File: config.mk
export PLATFORM = sky130hd
export DESIGN_NAME = isp_buf_reader
export DESIGN_NICKNAME = d
export VERILOG_FILES = /design/src/rtl/isp_buf_pkg.sv /design/src/rtl/isp_buf_reader_obuf.sv /design/src/rtl/isp_buf_reader.sv
export SDC_FILE = /design/constraint.sdc
export NUM_CORES = 1
export LEC_CHECK = 0
export CORE_ASPECT_RATIO = 1.1
export CORE_UTILIZATION = 45
export DETAILED_ROUTE_END_ITERATION = 8
export PLACE_DENSITY = 0.81
export SYNTH_ARGS = -nofsm -noshare
export SYNTH_HDL_FRONTEND = slang
export SYNTH_SLANG_ARGS = --single-unit
File: constraint.sdc
create_clock -name CLK -period 2.2 [get_ports CLK]
set_input_delay 0.55 -clock CLK [delete_from_list [all_inputs] [get_ports CLK]]
set_output_delay 0.55 -clock CLK [all_outputs]
set_load 0.02 [all_outputs]
File: src/rtl/isp_buf_pkg.sv
// Shared constants and helpers for the ISP SRAM-buffer read engine.
// Latency: n/a (package only).
// Backpressure: n/a (package only).
//
// Contents:
//   ADDR_W_DEF / DATA_W_DEF : default SRAM geometry (64 x 8)
//   PTR_W                   : pointer width for the default geometry (wrap bit + address)
//   OBUF_DEPTH / CNT_W      : output skid FIFO depth and its occupancy counter width
//   PTR_W_MAX               : widest pointer ptr_diff() can handle
//   ptr_diff()              : modulo-2**w distance between two pointers
package isp_buf_pkg;

  localparam int ADDR_W_DEF = 6;
  localparam int DATA_W_DEF = 8;
  localparam int PTR_W      = ADDR_W_DEF + 1;

  // Two entries are enough to cover the one-cycle SRAM read latency while
  // keeping full throughput: one byte being presented, one byte landing.
  localparam int OBUF_DEPTH = 2;
  localparam int CNT_W      = $clog2(OBUF_DEPTH + 1);

  localparam int PTR_W_MAX  = 16;

  // Distance wr - rd for pointers that wrap modulo 2**w. Callers zero-extend
  // their pointers to PTR_W_MAX and cast the result back to the width they
  // need, so one function serves every ADDR_W.
  function automatic logic [PTR_W_MAX-1:0] ptr_diff(
    input logic [PTR_W_MAX-1:0] wr,
    input logic [PTR_W_MAX-1:0] rd,
    input int unsigned          w
  );
    logic [PTR_W_MAX-1:0] mask;
    mask = (PTR_W_MAX'(1) << w) - PTR_W_MAX'(1);
    return (wr - rd) & mask;
  endfunction

endpackage

File: src/rtl/isp_buf_reader_obuf.sv
// Output skid FIFO (OBUF_DEPTH entries) between the SRAM read port and the byte stream.
// Latency: a pushed byte is visible at head_dat the cycle after the push edge.
// Backpressure: pop only when cnt != 0; push is expected only when there is room (or a pop frees it).
//
// Ports:
//   clk, srst      : clock and synchronous active-high reset (reset wins over flush)
//   flush          : empties the FIFO and drops any push in the same cycle
//   push, push_dat : write one byte into the tail
//   pop            : remove the head byte
//   cnt            : number of bytes held (0..OBUF_DEPTH)
//   head_dat       : oldest byte held; stable while no pop occurs
module isp_buf_reader_obuf
  import isp_buf_pkg::*;
#(
  parameter int DATA_W = DATA_W_DEF
) (
  input  logic              clk,
  input  logic              srst,
  input  logic              flush,
  input  logic              push,
  input  logic [DATA_W-1:0] push_dat,
  input  logic              pop,
  output logic [CNT_W-1:0]  cnt,
  output logic [DATA_W-1:0] head_dat
);

  localparam int IDX_W = (OBUF_DEPTH > 1) ? $clog2(OBUF_DEPTH) : 1;
  localparam logic [IDX_W-1:0] IDX_LAST = IDX_W'(OBUF_DEPTH - 1);

  logic [DATA_W-1:0] mem_q [OBUF_DEPTH];
  logic [DATA_W-1:0] mem_d [OBUF_DEPTH];
  logic [IDX_W-1:0]  wr_idx_q, wr_idx_d;
  logic [IDX_W-1:0]  rd_idx_q, rd_idx_d;
  logic [CNT_W-1:0]  cnt_q, cnt_d;

  logic do_push;
  logic do_pop;

  always_comb begin
    mem_d    = mem_q;
    wr_idx_d = wr_idx_q;
    rd_idx_d = rd_idx_q;
    cnt_d    = cnt_q;

    do_pop  = pop & (cnt_q != '0);
    // A push into a full FIFO is only accepted when a pop frees a slot in
    // the same cycle; otherwise it would overwrite the head.
    do_push = push & ~flush & ((cnt_q < CNT_W'(OBUF_DEPTH)) | do_pop);

    if (flush) begin
      // Stored bytes are left in place; with cnt at zero they are unreachable.
      wr_idx_d = '0;
      rd_idx_d = '0;
      cnt_d    = '0;
    end else begin
      if (do_push) begin
        mem_d[wr_idx_q] = push_dat;
        wr_idx_d        = (wr_idx_q == IDX_LAST) ? '0 : wr_idx_q + IDX_W'(1);
      end
      if (do_pop) begin
        rd_idx_d = (rd_idx_q == IDX_LAST) ? '0 : rd_idx_q + IDX_W'(1);
      end
      cnt_d = cnt_q + CNT_W'(do_push) - CNT_W'(do_pop);
    end
  end

  always_ff @(posedge clk) begin
    if (srst) begin
      for (int i = 0; i < OBUF_DEPTH; i++) begin
        mem_q[i] <= '0;
      end
      wr_idx_q <= '0;
      rd_idx_q <= '0;
      cnt_q    <= '0;
    end else begin
      for (int i = 0; i < OBUF_DEPTH; i++) begin
        mem_q[i] <= mem_d[i];
      end
      wr_idx_q <= wr_idx_d;
      rd_idx_q <= rd_idx_d;
      cnt_q    <= cnt_d;
    end
  end

  assign cnt      = cnt_q;
  assign head_dat = mem_q[rd_idx_q];

endmodule

File: src/rtl/isp_buf_reader.sv
// Read engine for the 2**ADDR_W x DATA_W two-port ISP SRAM buffer; streams bytes out as valid/ready.
// Latency: WR_PTR moves ahead in cycle N -> REN in N -> TVALID in N+2; then 1 byte/cycle gapless.
// Backpressure: TREADY low stops issue once 2 bytes are held or in flight; RD_PTR then lags WR_PTR.
//
// Ports:
//   CLK, SRST       : clock (shared with the SRAM), synchronous active-high reset
//   WR_PTR          : producer write pointer, ADDR_W+1 bits, MSB is the wrap bit
//   FLUSH           : discard every unread byte; RD_PTR jumps to WR_PTR
//   RADDR, REN, RD  : SRAM read port; RD is valid the cycle after REN
//   RD_PTR          : read-issue pointer handed back to the producer for full detection
//   EMPTY           : nothing left in SRAM, in flight, or buffered
//   TDATA/TVALID/TREADY : output byte stream
//   LEVEL           : only with ISP_BUF_READER_LEVEL_EN defined; total bytes still owed
//                     to the stream (SRAM backlog + in flight + buffered), 0..2**ADDR_W+2
module isp_buf_reader
  import isp_buf_pkg::*;
#(
  parameter int ADDR_W = ADDR_W_DEF,
  parameter int DATA_W = DATA_W_DEF
) (
  input  logic              CLK,
  input  logic              SRST,
  input  logic [ADDR_W:0]   WR_PTR,
  input  logic              FLUSH,
  output logic [ADDR_W-1:0] RADDR,
  output logic              REN,
  input  logic [DATA_W-1:0] RD,
  output logic [ADDR_W:0]   RD_PTR,
  output logic              EMPTY,
  output logic [DATA_W-1:0] TDATA,
  output logic              TVALID,
  input  logic              TREADY
`ifdef ISP_BUF_READER_LEVEL_EN
  ,
  output logic [ADDR_W+1:0] LEVEL
`endif
);

  localparam int PW    = ADDR_W + 1;
  localparam int OCC_W = CNT_W + 1;

  logic [PW-1:0]    rd_ptr_q, rd_ptr_d;
  logic             inflight_q, inflight_d;

  logic [CNT_W-1:0] obuf_cnt;
  logic [OCC_W-1:0] occ;
  logic             avail;
  logic             pop;
  logic             ren;

  // Output FIFO: the byte read in the previous cycle is captured
  // unconditionally; the issue rule guarantees there is room for it.
  isp_buf_reader_obuf #(
    .DATA_W (DATA_W)
  ) u_obuf (
    .clk      (CLK),
    .srst     (SRST),
    .flush    (FLUSH),
    .push     (inflight_q),
    .push_dat (RD),
    .pop      (pop),
    .cnt      (obuf_cnt),
    .head_dat (TDATA)
  );

  assign TVALID = (obuf_cnt != '0);
  assign pop    = TVALID & TREADY;
  assign avail  = (WR_PTR != rd_ptr_q);

  // Bytes already committed to the FIFO: held entries plus the read that
  // lands next cycle. A new read is allowed while that stays within the
  // FIFO depth, counting a pop in this cycle as freeing one slot.
  assign occ = OCC_W'(obuf_cnt) + OCC_W'(inflight_q);

  always_comb begin
    ren        = 1'b0;
    rd_ptr_d   = rd_ptr_q;
    inflight_d = 1'b0;

    if (avail && !FLUSH && !SRST) begin
      if ((occ < OCC_W'(OBUF_DEPTH)) || ((occ == OCC_W'(OBUF_DEPTH)) && pop)) begin
        ren = 1'b1;
      end
    end

    if (FLUSH) begin
      // Everything the producer has published so far is considered consumed;
      // the read in flight (if any) is dropped by the FIFO flush.
      rd_ptr_d = WR_PTR;
    end else if (ren) begin
      rd_ptr_d   = rd_ptr_q + PW'(1);
      inflight_d = 1'b1;
    end
  end

  always_ff @(posedge CLK) begin
    if (SRST) begin
      rd_ptr_q   <= '0;
      inflight_q <= 1'b0;
    end else begin
      rd_ptr_q   <= rd_ptr_d;
      inflight_q <= inflight_d;
    end
  end

  assign REN    = ren;
  assign RADDR  = rd_ptr_q[ADDR_W-1:0];
  assign RD_PTR = rd_ptr_q;
  assign EMPTY  = ~avail & ~inflight_q & (obuf_cnt == '0);

`ifdef ISP_BUF_READER_LEVEL_EN
  // Moving a byte from SRAM to in-flight to the FIFO leaves the sum
  // unchanged; only a pop or a producer write changes it.
  logic [ADDR_W+1:0] lvl_backlog;

  assign lvl_backlog = (ADDR_W+2)'(ptr_diff(PTR_W_MAX'(WR_PTR), PTR_W_MAX'(rd_ptr_q), PW));
  assign LEVEL       = lvl_backlog + (ADDR_W+2)'(inflight_q) + (ADDR_W+2)'(obuf_cnt);
`endif

endmodule

==> metrics.yaml, run 1 <==
outcome:
  status: "complete, but fails checks"
  violations: "design-rule violations, negative setup slack"
grt:
  grt_max_degree: 24
  antenna_found_initial: 0
  grt_pass1_vias: 1400
  grt_usage_pct: 21.2
  grt_pass1_wl_um: 6020
  grt-ovfl-total: 0
route:
  drt_first_iter_violations: 36
  post-route-drc-count: 1
  dr.pass1.iters: 6
  drt_wl_total_um: 3740
  num_vias: 1378
  final_antenna_net_count: 0
  vias_per_cell: 5.32
  routedWlPerCell_um: 14.4
clock_network:
  path_clk_slew_ns: 0.14
  cts_buffer_depth: 2
  numCtsBuffers: 3
  cts.sinks: 28
  htree_levels: 1
  hold_buffers: 0
  cts_tree: "yes"
  cts_root_buffer: "clkbuf_4"
  clk_latency_ns: 0.33
floorplan:
  ios: 43
  num_rows: 21
  die-area_mm2: 0.00362
  die_h_um: 63.0
  die_x_um: 57.4
  initial_core_util_pct: 48.7
  core_mm2: 0.00313
final_layout:
  ff_latch_area_um2: 563
  nets: 251
  area_growth_syn_to_layout_pct: 43.1
  fillers: 257
  drive_above_1_share_pct: 24.9
  multi_input_area_um2: 896
  n_antenna_cell: 0
setup_path:
  critPathCaptureType: "output port"
  cp.required_ns: 1.65
  r2r_cells: 9
  cp_max_fo: 3
  critPathLaunchType: "primary input"
  cp.arrival_ns: 1.70
  critical_path_class: "in2out"
timing:
  timing.fmax_mhz: 444
  setup_viol_count_final: 2
  max_slew_margin_pct: 72.3
  slew_violations: 0
  rsz0062_at_grt: "yes"
  layout_min_cycle_time_ns: 2.25
  layout_setup_ws_ns: -0.0520
  worstMarginPinSlew_ns: 0.415
  fin_crit_sh_pct: 102
  skew_ns: 0.00781
  finalHoldViolCount: 0
job:
  drv_cap: 0
place:
  port_buffers: 42
  dp_slack_ns: -0.792
  routabilityCongestion: 0.785
  hpwl_um: 2720
hold_path:
  holdPathStages: 2
  hold_path.class: "reg2reg"
pwr:
  power_uw: 1150
  ir_worst_vdd_mv: 0.315
  leakage_uw: 0.000945
  power_density_mw_per_mm2: 527
yosys:
  syn_inst: 170
  yosysWarnings: 0
  syn_nets: 195
  synth.distinct_cells: 36
  ys_seq_area_share_pct: 36.8
  ys_ff_latch: 28
  syn_area_mm2: 0.00152
  avgSynthCellArea_um2: 8.95
==> what timing repair did <==
item | in CTS | in global routing
setup endpoints to repair | 10 | 2
pin swaps | 13 | 4
hold endpoints to repair | 0 | 0
buffers inserted | 4 | 1
resized for setup | 47 | 3
==> power breakdown <==
| part | leakage, uW | internal [uW] | switching [uW] |
|---|---|---|---|
| registers | 0.000229 | 526 | 12.8 |
| logic | 0.000688 | 137 | 136 |
| clock network | 0.0000279 | 184 | 152 |
==> final cells by class <==
type	count	share of cell area [%]
clock buffers	3	1.03
clock inverters	1	1.38
inverters	9	1.55
multi-input cells	116	41.1
flip-flops and latches	28	25.9
well taps	34	1.95
repair buffers	68	27.1
==> critical path: stages <==
cell and delay (ns):
dlygate4sd2_1 0.25, xor2_1 0.19, nor3_2 0.09, buf_4 0.15, a211oi_4 0.30, buf_6 0.16
==> kinds of logic (layout without fill, tap and decap cells) <==
logic type | after synthesis | after routing | share of synthesized area (%)
xor+xnor | 12 | 12 | 6.91
mux | 17 | 17 | 11.8
simple gates | 55 | 55 | 17.7
buf+inv | 26 | 81 | 9.05
fa+ha+maj | 6 | 6 | 4.93
flops | 28 | 28 | 36.8
compound gates | 26 | 26 | 12.7
==> registers in the layout (all words and copies together) (netlist names) <==
name,count
RD_PTR,7
u_obuf.mem_q,16
u_obuf.rd_idx_q,1
u_obuf.cnt,2
inflight_q,1
u_obuf.wr_idx_q,1
==> per-stage QoR <==
| stage | util, % | instances | setup TNS (ns) | area (um^2) | hold WS (ns) |
|---|---|---|---|---|---|
| 6_report | 69.6 | 259 | -0.0600 | 2180 | 0.468 |
| 3_5_place_dp | 65.2 | 250 | -3.45 | 2040 | 0.450 |
| 5_1_grt | 69.6 | 259 | -0.195 | 2180 | 0.494 |
| 2_1_floorplan | - | 170 | 0 | 1520 | 0.433 |
| 3_3_place_gp | 65.2 | 250 | -2.75 | 2040 | 0.439 |
| 4_1_cts | 69.5 | 258 | -0.129 | 2170 | 0.471 |
==> cells in the final DEF (no fill, tap or decap), types with 5 or more instances in the layout <==
cell type,n
buf_4,27
dfxtp_1,26
clkdlybuf4s50_1,21
nor2_1,18
dlygate4sd2_1,16
nand2_1,13
a21oi_1,9
mux2i_1,9
inv_1,8
mux2_2,8
nand3_1,8
xor2_1,6
xnor2_1,5
==> synthesized netlist by cell type (all sizes together) <==
| cell | count | area (um^2) |
|---|---|---|
| and3b | 1 | 8.76 |
| nor2 | 19 | 71.3 |
| o21a | 1 | 7.51 |
| clkbuf | 6 | 22.5 |
| mux2i | 9 | 90.1 |
| and2 | 1 | 6.26 |
| a2111oi | 2 | 20.0 |
| o211a | 1 | 10.0 |
| or2 | 1 | 6.26 |
| nor2b | 2 | 12.5 |
| a31oi | 1 | 6.26 |
| mux2 | 8 | 90.1 |
| xnor2 | 5 | 43.8 |
| and3 | 3 | 18.8 |
| nand3 | 8 | 40.0 |
| buf | 11 | 81.3 |
| dfxtp | 28 | 561 |
| nor3 | 3 | 20.0 |
| nand2 | 13 | 48.8 |
| ha | 6 | 75.1 |
| o31ai | 1 | 7.51 |
| a311oi | 2 | 17.5 |
| a211oi | 6 | 55.1 |
| xor2 | 7 | 61.3 |
| nor4 | 2 | 18.8 |
| a221oi | 1 | 8.76 |
| a21oi | 9 | 45.0 |
| a21boi | 1 | 7.51 |
| o31a | 1 | 8.76 |
| inv | 9 | 33.8 |
| and4 | 2 | 17.5 |
==> routing by layer <==
metal  up-vias  share of wire, %  global-route usage (%)
met5         -                 0                       0
met2        30                52                    35.5
met4         0               1.9                    10.4
met1       654                43                    26.1
met3         8               3.4                    3.11
li1        686                 -                       -
==> worst paths after layout <==
kind	startpoint	end	slack, ns
setup / recovery	WR_PTR[2]	REN	-0.05
hold / removal	u_obuf.mem_q[3]	u_obuf.mem_q[3]	0.47
setup reg to reg	u_obuf.cnt[0]	RD_PTR[6]	0.16
hold reg to reg	u_obuf.mem_q[3]	u_obuf.mem_q[3]	0.47
No activity file was read; power rests on OpenSTA's default activity.
==> run 2, diff against run 1 <==
--- a/config.mk
+++ b/config.mk
@@ -5,6 +5,7 @@
 export SDC_FILE = /design/constraint.sdc
 export NUM_CORES = 1
 export LEC_CHECK = 0
+export CAP_MARGIN = 15
 export CORE_ASPECT_RATIO = 1.1
 export CORE_UTILIZATION = 45
 export DETAILED_ROUTE_END_ITERATION = 8
==> results of run 2 <==
No change in the layout: final DEF, timing and power equal those of run 1.
